**src/rtl/rx_frame_sif.sv**
```systemverilog
// rx_frame_sif: collects switch read responses per TX transaction into frames buffered in a small FIFO
module rx_frame_sif #(
    parameter int NUM_SW_INST = 5,
    parameter int R_WIDTH     = 8,
    parameter int FRAME_WIDTH = 32,
    parameter int FIFO_DEPTH  = 4,
    parameter int TIMEOUT     = 15
) (
    input  logic                           clk,
    input  logic                           rst_n,
    input  logic [NUM_SW_INST-1:0]         sel_en,
    input  logic [7:0]                     addr,
    input  logic                           wr_rd_s,
    input  logic [7:0]                     op_id,
    input  logic [NUM_SW_INST*R_WIDTH-1:0] rd_data,
    input  logic [NUM_SW_INST-1:0]         rd_valid,
    output logic [FRAME_WIDTH-1:0]         frame_out,
    output logic                           frame_valid,
    input  logic                           frame_ready,
    output logic                           busy,
    output logic                           err_timeout,
    output logic                           collision
);
    localparam int CW = $clog2(TIMEOUT + 1);
    localparam int PW = $clog2(FIFO_DEPTH);
    typedef enum logic [1:0] {IDLE, WAIT_RESP, PUSH} state_t;
    state_t               state_q, state_d;
    logic [7:0]           op_q, op_d, addr_q, addr_d;
    logic                 wr_q, wr_d, flag_q, flag_d, coll_q, coll_d;
    logic [2:0]           idx_q, idx_d, sel_idx;
    logic [R_WIDTH-1:0]   data_q, data_d;
    logic [CW-1:0]        tcnt_q, tcnt_d;
    logic                 one_hot, push, pop;
    logic [FRAME_WIDTH-1:0] mem_q [FIFO_DEPTH];
    logic [PW-1:0]        wr_ptr_q, rd_ptr_q;
    logic [PW:0]          fcnt_q;

    // binary index of the selected switch (meaningful only when one-hot)
    always_comb begin
        sel_idx = '0;
        for (int i = 0; i < NUM_SW_INST; i++)
            if (sel_en[i]) sel_idx = 3'(i);
    end

    assign one_hot     = (sel_en != '0) && ((sel_en & (sel_en - 1'b1)) == '0);
    assign pop         = frame_valid && frame_ready;
    assign frame_valid = fcnt_q != '0;
    assign frame_out   = mem_q[rd_ptr_q];
    assign busy        = state_q != IDLE;
    assign collision   = coll_q;

    // next-state logic: capture transaction, wait for the selected response or time out, then push
    always_comb begin
        state_d     = state_q;
        op_d        = op_q;
        addr_d      = addr_q;
        wr_d        = wr_q;
        idx_d       = idx_q;
        data_d      = data_q;
        flag_d      = flag_q;
        tcnt_d      = tcnt_q;
        coll_d      = coll_q || (busy && sel_en != '0);
        err_timeout = 1'b0;
        push        = 1'b0;
        case (state_q)
            IDLE: begin
                if (one_hot) begin
                    op_d    = op_id;
                    addr_d  = addr;
                    wr_d    = wr_rd_s;
                    idx_d   = sel_idx;
                    data_d  = '0;
                    flag_d  = 1'b0;
                    tcnt_d  = '0;
                    state_d = wr_rd_s ? PUSH : WAIT_RESP;
                end else if (sel_en != '0) begin
                    coll_d = 1'b1;
                end
            end
            WAIT_RESP: begin
                if (rd_valid[idx_q]) begin
                    data_d  = rd_data[int'(idx_q)*R_WIDTH +: R_WIDTH];
                    state_d = PUSH;
                end else if (tcnt_q == CW'(TIMEOUT - 1)) begin
                    flag_d      = 1'b1;
                    err_timeout = 1'b1;
                    state_d     = PUSH;
                end else begin
                    tcnt_d = tcnt_q + 1'b1;
                end
            end
            PUSH: begin
                push    = (fcnt_q != (PW+1)'(FIFO_DEPTH)) || pop;
                state_d = push ? IDLE : PUSH;
            end
            default: state_d = IDLE;
        endcase
    end

    // FSM and captured-field registers
    always_ff @(posedge clk or negedge rst_n) begin
        if (!rst_n) begin
            state_q <= IDLE;
            op_q    <= '0;
            addr_q  <= '0;
            wr_q    <= 1'b0;
            idx_q   <= '0;
            data_q  <= '0;
            flag_q  <= 1'b0;
            tcnt_q  <= '0;
            coll_q  <= 1'b0;
        end else begin
            state_q <= state_d;
            op_q    <= op_d;
            addr_q  <= addr_d;
            wr_q    <= wr_d;
            idx_q   <= idx_d;
            data_q  <= data_d;
            flag_q  <= flag_d;
            tcnt_q  <= tcnt_d;
            coll_q  <= coll_d;
        end
    end

    // response FIFO; pointers wrap naturally since depth is a power of two
    always_ff @(posedge clk or negedge rst_n) begin
        if (!rst_n) begin
            for (int i = 0; i < FIFO_DEPTH; i++) mem_q[i] <= '0;
            wr_ptr_q <= '0;
            rd_ptr_q <= '0;
            fcnt_q   <= '0;
        end else begin
            if (push) begin
                mem_q[wr_ptr_q] <= {op_q, addr_q, data_q, idx_q, wr_q, flag_q, 3'b000};
                wr_ptr_q        <= wr_ptr_q + 1'b1;
            end
            if (pop) rd_ptr_q <= rd_ptr_q + 1'b1;
            fcnt_q <= fcnt_q + (PW+1)'(push) - (PW+1)'(pop);
        end
    end
endmodule

```
**config.mk**
```make
export PLATFORM = sky130hd
export DESIGN_NAME = rx_frame_sif
export DESIGN_NICKNAME = d
export VERILOG_FILES = /design/src/rtl/rx_frame_sif.sv
export SDC_FILE = /design/constraint.sdc
export NUM_CORES = 1
export LEC_CHECK = 0
export BUFFER_PORTS_ARGS = -buffer_cell sky130_fd_sc_hd__buf_2
export CAP_MARGIN = 15
export CORE_MARGIN = 4
export CORE_UTILIZATION = 43
export CTS_BUF_LIST = sky130_fd_sc_hd__clkbuf_16
export DETAILED_ROUTE_END_ITERATION = 16
export HOLD_SLACK_MARGIN = 0.1
export PLACE_DENSITY = 0.65
export SLEW_MARGIN = 20
export SYNTH_ARGS = -nofsm -noshare
export SYNTH_HDL_FRONTEND = slang
export SYNTH_SLANG_ARGS = --single-unit
```
**constraint.sdc**
```tcl
create_clock -name clk -period 2.9 [get_ports clk]
set_clock_uncertainty 0.2 [all_clocks]
set_input_delay 0.145 -clock clk [delete_from_list [all_inputs] [get_ports clk]]
set_output_delay 0.145 -clock clk [all_outputs]
set_load 0.02 [all_outputs]
```
==> results of run 1 <==
## synthesized netlist by cell type, types with 2 or more instances
library cell | count | area (sq um)
nand3_1 | 4 | 20.0
dfrtp_1 | 159 | 3980
a21o_1 | 8 | 60.1
clkbuf_1 | 5 | 18.8
a31o_2 | 2 | 17.5
mux2i_1 | 19 | 190
inv_1 | 12 | 45.0
nand4_1 | 2 | 12.5
nor3_1 | 10 | 50.1
o22ai_1 | 10 | 62.6
xnor2_1 | 5 | 43.8
buf_2 | 21 | 105
o21ai_0 | 9 | 45.0
nor2b_1 | 3 | 18.8
nor2_1 | 6 | 22.5
xor2_1 | 3 | 26.3
buf_1 | 2 | 7.51
nand2_1 | 16 | 60.1
ha_1 | 8 | 100
mux2_2 | 129 | 1450
mux4_2 | 29 | 653
buf_4 | 3 | 22.5
a21oi_1 | 3 | 15.0
a31oi_1 | 9 | 56.3
or3_1 | 2 | 12.5
## worst max-delay path, stage by stage (launching register included)
cell	delay, ns
dfrtp_1	0.39
or3_1	0.40
and2_1	0.21
ha_1	0.30
inv_1	0.06
ha_1	0.15
inv_1	0.07
fa_1	0.38
xnor2_1	0.19
xnor2_1	0.14
## cell families (layout without fill, tap and decap cells)
family,count (synthesis),count (layout),share of synthesized area
muxes,177,177,0.315
DFF,159,159,0.546
and+or+nand+nor,54,54,0.0378
AOI/OAI and AO/OA,48,48,0.0435
buffers and inverters,44,204,0.0278
adders and majority gates,11,11,0.0194
xor gates and xnor gates,8,8,0.00962
other,1,3,0.000515
## cell type report
cell class                 instances  area [sq um]  share of cell area
sequential                       159          3980               0.435
multi-input combinational        301          3130               0.342
timing repair buffer             159          1050               0.115
clock buffer                      17           425              0.0465
tap                              220           275              0.0301
clock inverter                    15           240              0.0262
inverter                          13          48.8             0.00533
## worst max path at each step
| stage | from | to |
|---|---|---|
| 2_1_floorplan | fcnt_q[0] | fcnt_q[2] |
| 5_1_grt | fcnt_q[0] | fcnt_q[2] |
| 3_5_place_dp | fcnt_q[0] | fcnt_q[2] |
| 3_3_place_gp | fcnt_q[0] | fcnt_q[2] |
| 6_report | fcnt_q[0] | fcnt_q[2] |
| 4_1_cts | rd_ptr_q[0] | frame_out[8] |
## where the power goes
part	switching (W)	internal, W	total [W]
clock	0.000897	0.00161	0.00251
combinational	0.00171	0.00183	0.00354
sequential	0.000617	0.00305	0.00366
total	0.00323	0.00649	0.00971
## registers in the layout, summed over array words and instances, names as in the netlist, 2 cells and up
signal / count
tcnt_q: 4
mem_q: 116
op_q: 8
idx_q: 3
fcnt_q: 3
wr_ptr_q: 2
addr_q: 8
rd_ptr_q: 2
data_q: 8
state_q: 2
## metal layers
layer,wire [um],track usage
met2,7980,0.284
met1,6870,0.217
met3,464,0.0373
met4,343,0.0660
met5,0,0
## metrics by stage
stage / instances / util / total power [W]
finish: 884 / 0.552 / 0.00971
global route: 884 / 0.552 / 0.0103
CTS: 884 / 0.552 / 0.00981
detailed placement: 814 / 0.489 / 0.00722
global placement: 814 / 0.489 / 0.00704
floorplan: 504 / - / 0.00610
==> impl_metrics.py, run 1 <==
metrics = {
    "outcome": {
        "outcome": "completed",
    },
    "logic_synthesis": {
        "synthesis.instances": 502,
        "ys_warn_count": 0,
        "synth_area_sq_um": 7280,
        "yosysSeqAreaShare": 0.546,
        "ys_async_sr_fraction": 1.00,
        "ys_ff_latch": 159,
        "avgSynthCellArea_sq_um": 14.5,
        "synth-main-ff-cell": "dfrtp_1",
        "synth_edf_count": 0,
        "synth_cell_type_count": 48,
    },
    "die": {
        "core_area_sq_um": 16600,
        "die_x_um": 138,
        "start_util": 0.439,
        "rows": 47,
        "die-area_sq_um": 19100,
        "die_h_um": 138,
        "ioPinCount": 106,
    },
    "cts": {
        "h-tree-depth": 4,
        "cts_setup_buffers": 0,
        "cts_buffers": 17,
        "cts_tree": "built",
        "holdBufCountCts": 38,
        "cts-root-buf": "clkbuf_16",
        "clockBufferDepth": 2,
        "cts_resized": 0,
        "clock_sinks": 159,
        "clk_latency_ns": 0.42,
        "clk_pin_slew_worst_paths_ns": 0.06,
    },
    "timing": {
        "tightest_slew_ns": 0.684,
        "worst_slack_ns": 0.330,
        "hold_slack_ns": 0.0942,
        "fin_setup_tns_ns": 0,
        "fin_crit_ns": 2.57,
        "fmax_mhz": 389,
        "drv_slew": 0,
        "period_share": 0.886,
        "slew_headroom": 0.544,
        "rsz0062_at_grt": "no",
        "hold_viol_final": 0,
        "setup_violations": 0,
    },
    "setup_path": {
        "r2r_end": "fcnt_q[2]",
        "worst_setup_path_end_kind": "flop",
        "worstPathArrival_ns": 2.71,
        "r2r_start": "fcnt_q[0]",
        "critPathRequiredTime_ns": 3.04,
        "crit_fanout": 3,
        "r2r_setup_slack_ns": 0.33,
        "r2r_cells": 9,
        "crit_path_start_kind": "flop",
        "critical_path_class": "flop to flop",
    },
    "drt": {
        "first_pass_iters": 4,
        "vias": 4657,
        "vias_per_cell": 5.27,
        "drt_wl_total_um": 15700,
        "drt_iter0_drc": 195,
        "ant_nets": 0,
        "drc": 0,
        "wl_per_cell_um": 17.7,
    },
    "placement": {
        "place_area_sq_um": 8110,
        "port_buffers": 102,
        "place_congestion": 0.779,
        "hpwl_um": 10500,
        "dpl_worst_slack_ns": 0.332,
    },
    "grt": {
        "antenna_found_initial": 0,
        "grt_pass1_wl_um": 26000,
        "grt_pass1_vias": 5111,
        "grt_max_degree": 73,
        "globalRouteTotalUtil": 0.170,
        "overflow": 0,
    },
    "power": {
        "powerDensity_nw_per_um2": 1060,
        "vdd_drop_max_mv": 0.554,
        "p_leak_nw": 4.34,
    },
    "final_layout": {
        "design_area_sq_um": 9160,
        "nets": 730,
        "area_growth_pct": 25.7,
        "drive_above_1_share": 0.486,
        "num-fill-cells": 1396,
        "final_common_cell": "dfrtp_1",
        "diodes": 0,
        "final_cell_mix": "157 x dfrtp_1, 129 x mux2_2, 101 x buf_2",
    },
    "min_path": {
        "hold_class": "input pin to asynchronous set/reset pin",
    },
    "flow_run": {
        "timing.max_cap.violations": 0,
    },
}
Power figures use the tool's default switching activity.
==> run 2: changes to the inputs <==
--- a/config.mk
+++ b/config.mk
@@ -7,7 +7,6 @@
 export LEC_CHECK = 0
 export BUFFER_PORTS_ARGS = -buffer_cell sky130_fd_sc_hd__buf_2
 export CAP_MARGIN = 15
-export CORE_MARGIN = 4
 export CORE_UTILIZATION = 43
 export CTS_BUF_LIST = sky130_fd_sc_hd__clkbuf_16
 export DETAILED_ROUTE_END_ITERATION = 16
==> impl_metrics.py, run 2 (same netlist as run 1, synthesis figures left out) <==
metrics = {
    "outcome": {
        "outcome": "completed",
    },
    "final_layout": {
        "nets": 727,
        "diodes": 0,
        "largest-register": "mem_q",
        "final_common_cell": "dfrtp_1",
        "largest_reg_flops": 116,
        "design_area_sq_um": 9140,
        "drive_above_1_share": 0.487,
        "fin_util": 0.551,
        "final_cell_mix": "157 x dfrtp_1, 129 x mux2_2, 101 x buf_2",
        "area_growth_pct": 25.5,
    },
    "drt": {
        "vias": 4634,
        "drt_wl_total_um": 15700,
        "drt_iter0_drc": 244,
        "drc": 0,
        "first_pass_iters": 4,
        "wl_per_cell_um": 17.9,
        "vias_per_cell": 5.26,
        "ant_nets": 0,
    },
    "setup_path": {
        "critical_path_class": "flop to output pin",
        "r2r_setup_slack_ns": 0.39,
        "crit_path_start_kind": "flop",
        "r2r_cells": 9,
        "worst_setup_path_end_kind": "output pin",
        "r2r_end": "fcnt_q[2]",
        "critPathLaunch": "idx_q[2]",
        "worstPathArrival_ns": 2.28,
        "crit_fanout": 9,
        "endpoint": "err_timeout",
        "r2r_start": "fcnt_q[0]",
        "critPathRequiredTime_ns": 2.56,
    },
    "timing": {
        "period_share": 0.906,
        "fin_crit_ns": 2.63,
        "rsz0062_at_grt": "no",
        "fmax_mhz": 381,
        "tightest_slew_ns": 0.638,
        "drv_slew": 0,
        "hold_viol_final": 0,
        "setup_violations": 0,
        "fin_setup_tns_ns": 0,
        "slew_headroom": 0.572,
    },
    "cts": {
        "cts-root-buf": "clkbuf_16",
        "clock_sinks": 159,
        "cts_buffers": 17,
        "h-tree-depth": 4,
        "cts_tree": "built",
        "clockBufferDepth": 2,
        "clk_pin_slew_worst_paths_ns": 0.06,
        "clk_latency_ns": 0.41,
    },
    "die": {
        "die-area_sq_um": 17500,
        "core_area_sq_um": 16600,
        "ioPinCount": 106,
        "die_h_um": 132,
        "rows": 47,
        "start_util": 0.439,
        "die_x_um": 132,
    },
    "placement": {
        "hpwl_um": 10500,
        "port_buffers": 102,
        "place_area_sq_um": 8130,
        "place_congestion": 0.801,
    },
    "grt": {
        "grt_pass1_vias": 5139,
        "grt_max_degree": 61,
        "antenna_found_initial": 0,
        "overflow": 0,
        "grt_pass1_wl_um": 26600,
        "globalRouteTotalUtil": 0.197,
    },
    "power": {
        "vdd_drop_max_mv": 0.551,
        "p_leak_nw": 4.34,
        "powerDensity_nw_per_um2": 1060,
    },
    "min_path": {
        "hold_class": "input pin to asynchronous set/reset pin",
    },
    "flow_run": {
        "timing.max_cap.violations": 0,
    },
}
==> run 2: changes by cell type in the layout (fill, tap and decap cells not counted), sizes merged <==
cell / delta
clkinv: +2
dlygate4sd3: -2
inv: -2
buf: -1
==> run 2: worst min path at each step <==
| stage | start | endpoint | slack [ns] |
|---|---|---|---|
| floorplan | rst_n | addr_q[0] | -0.35 |
| global placement | rst_n | mem_q[106] | -0.05 |
| detailed placement | rst_n | mem_q[74] | -0.03 |
| CTS | rst_n | mem_q[8] | 0.10 |
| global route | rst_n | data_q[1] | 0.13 |
| finish | rst_n | data_q[1] | 0.09 |
==> run 2: cell type report <==
| class | count | area [sq um] |
|---|---|---|
| timing repair buffer | 156 | 1060 |
| tap | 220 | 275 |
| sequential | 159 | 3980 |
| fill | 1361 | 7440 |
| multi-input combinational | 301 | 3130 |
| clock buffer | 17 | 425 |
| clock inverter | 15 | 224 |
| inverter | 13 | 48.8 |
==> run 2: where the power goes <==
part | internal [W] | switching [W] | total (W)
Combinational | 0.00184 | 0.00167 | 0.00350
Sequential | 0.00305 | 0.000678 | 0.00373
Clock | 0.00160 | 0.000847 | 0.00244
==> run 2: worst max-delay path, stage by stage, from the launching register on <==
cell,delay (ns)
dfrtp_1,0.47
buf_4,0.26
mux2i_1,0.20
o22ai_1,0.14
nor2_2,0.32
nand2_1,0.13
nor2_1,0.15
buf_2,0.18
==> run 2: through the flow <==
step           setup slack (ns)  instances  total power [W]  hold WS [ns]
3_5_place_dp              0.367        813          0.00724       -0.0323
6_report                  0.273        881          0.00967        0.0902
4_1_cts                   0.115        881          0.00980         0.103
3_3_place_gp              0.502        813          0.00704       -0.0472
2_1_floorplan             0.385        504          0.00610        -0.351
5_1_grt                   0.113        881           0.0103         0.127
==> run 2: layer usage <==
| layer | vias up | track usage | part of all wire |
|---|---|---|---|
| met4 | 0 | 0.0472 | 0.011 |
| met3 | 12 | 0.0477 | 0.028 |
| li1 | 2139 | - | - |
| met1 | 2418 | 0.248 | 0.43 |
| met2 | 65 | 0.342 | 0.53 |
| met5 | - | 0 | 0 |
==> run 2: repair_timing <==
action	CTS	global route
endpoints found under the hold margin	192	0
setup endpoints to repair	0	1
buffers inserted	0	0
hold buffers	36	0
resized for setup	0	1
==> run 3: changes to the inputs <==
==> constraint.sdc (replaced) <==
create_clock -name clk -period 2.9 [get_ports clk]
set_clock_uncertainty 0.2 [all_clocks]
set_input_delay 0.145 -clock clk [delete_from_list [all_inputs] [get_ports clk]]
set_output_delay 0.145 -clock clk [all_outputs]
set_load 0.05 [all_outputs]
==> impl_metrics.py, run 3 (same netlist as run 1, synthesis figures left out) <==
metrics = {
    "drt": {
        "drt_wl_total_um": 15400,
        "vias_per_cell": 5.24,
        "drc": 0,
        "drt_iter0_drc": 191,
        "vias": 4608,
        "ant_nets": 0,
        "first_pass_iters": 4,
        "wl_per_cell_um": 17.5,
    },
    "final_layout": {
        "regArea_sq_um": 3980,
        "multi_input_comb_area_sq_um": 3120,
        "largest_reg_flops": 116,
        "nets": 725,
        "fin_util": 0.545,
        "final_cell_mix": "157 x dfrtp_1, 129 x mux2_2, 101 x buf_2",
        "largest-register": "mem_q",
        "num-fill-cells": 1364,
        "area_growth_pct": 24.2,
        "final_common_cell": "dfrtp_1",
        "drive_above_1_share": 0.480,
        "diodes": 0,
        "instances_no_fill": 879,
    },
    "cts": {
        "cts_tree": "built",
        "h-tree-depth": 4,
        "cts_resized": 0,
        "clock_sinks": 159,
        "cts_setup_buffers": 0,
        "clk_pin_slew_worst_paths_ns": 0.06,
        "cts-root-buf": "clkbuf_16",
        "clk_latency_ns": 0.43,
        "cts_buffers": 17,
        "clockBufferDepth": 2,
        "holdBufCountCts": 37,
    },
    "setup_path": {
        "critPathRequiredTime_ns": 2.56,
        "worst_setup_path_end_kind": "output pin",
        "crit_fanout": 16,
        "critical_path_class": "flop to output pin",
        "worstPathArrival_ns": 2.27,
        "crit_path_start_kind": "flop",
        "cpMaxStageDelayCell": "dfrtp_2",
        "cp_slowest_stage_delay_ns": 0.75,
        "crit_chain": "buf_12 > mux4_2 > buf_2",
    },
    "timing": {
        "tightest_slew_ns": 0.862,
        "hold_viol_final": 0,
        "slew_headroom": 0.426,
        "fin_crit_ns": 2.61,
        "fin_setup_tns_ns": 0,
        "rsz0062_at_grt": "no",
        "drv_slew": 0,
        "fmax_mhz": 383,
        "setup_violations": 0,
        "period_share": 0.901,
    },
    "die": {
        "die-area_sq_um": 17500,
        "rows": 47,
        "die_h_um": 132,
        "start_util": 0.439,
        "ioPinCount": 106,
        "core_area_sq_um": 16600,
        "die_x_um": 132,
    },
    "grt": {
        "grt_max_degree": 93,
        "grt_pass1_vias": 4955,
        "antenna_found_initial": 0,
        "overflow": 0,
        "globalRouteTotalUtil": 0.191,
        "grt_pass1_wl_um": 25400,
    },
    "placement": {
        "place_congestion": 0.796,
        "port_buffers": 102,
        "placedCellCount": 810,
        "hpwl_um": 10100,
    },
    "power": {
        "powerDensity_nw_per_um2": 1100,
        "p_leak_nw": 4.29,
        "p_total_w": 0.00998,
        "vdd_drop_max_mv": 0.744,
    },
    "outcome": {
        "outcome": "completed",
    },
    "flow_run": {
        "timing.max_cap.violations": 0,
    },
    "min_path": {
        "hold_class": "input pin to flop",
    },
}
==> run 3: cell count changes in the layout (fill, tap and decap cells not counted) <==
| cell | delta |
|---|---|
| clkinv_1 | +2 |
| bufinv_16 | -4 |
| dlygate4sd3_1 | +1 |
| nor2_1 | +1 |
| nor2_2 | -1 |
| buf_12 | +1 |
| clkinv_4 | +2 |
| buf_4 | -4 |
==> run 3: area by class of cell <==
cell class,instances,share of cell area
Timing Repair Buffer,154,0.117
Sequential cell,159,0.440
Multi-Input combinational cell,301,0.345
Tap cell,220,0.0304
Clock buffer,17,0.0470
Inverter,13,0.00539
Clock inverter,15,0.0142
==> run 3: power breakdown <==
part / internal [W] / switching, W / total [W]
Clock: 0.00124 / 0.000848 / 0.00209
Combinational: 0.00184 / 0.00232 / 0.00416
Sequential: 0.00305 / 0.000685 / 0.00373
Total: 0.00613 / 0.00385 / 0.00998
==> run 3: worst max-delay path, delay by kind of cell, from the launching register on <==
kind                   cells  cell delay [ns]
flip-flops                 1             0.75
multiplexers               1             0.57
buffers and inverters      2             0.51
==> run 3: worst paths after layout <==
check | from | depth (start not counted) | slack, ns | end
min in group asynchronous | rst_n | 2 | 0.15 | mem_q[105]
min reg2reg | mem_q[6] | 2 | 0.28 | mem_q[6]
max | rd_ptr_q[0] | 3 | 0.29 | frame_out[4]
min | rd_data[0] | 6 | 0.14 | data_q[0]
max reg2reg | state_q[0] | 6 | 0.41 | collision
max in group asynchronous | rst_n | 3 | 1.57 | mem_q[109]
==> run 3: per-stage QoR <==
step	worst slack, ns	cell area (sq um)	hold slack [ns]
after floorplan	0.205	7290	-0.351
final	0.286	9050	0.138
after CTS	0.223	9050	0.125
after global routing	0.160	9050	0.194
after global placement	0.506	8120	0.0704
after detailed placement	0.425	8120	0.0848
==> run 3: layer usage <==
metal  global-route usage  share of wire  vias up
met5                    0              0        -
met4               0.0795          0.020        0
met3               0.0423          0.024       20
met2                0.321           0.52       48
met1                0.238           0.43     2404
li1                     -              -     2136
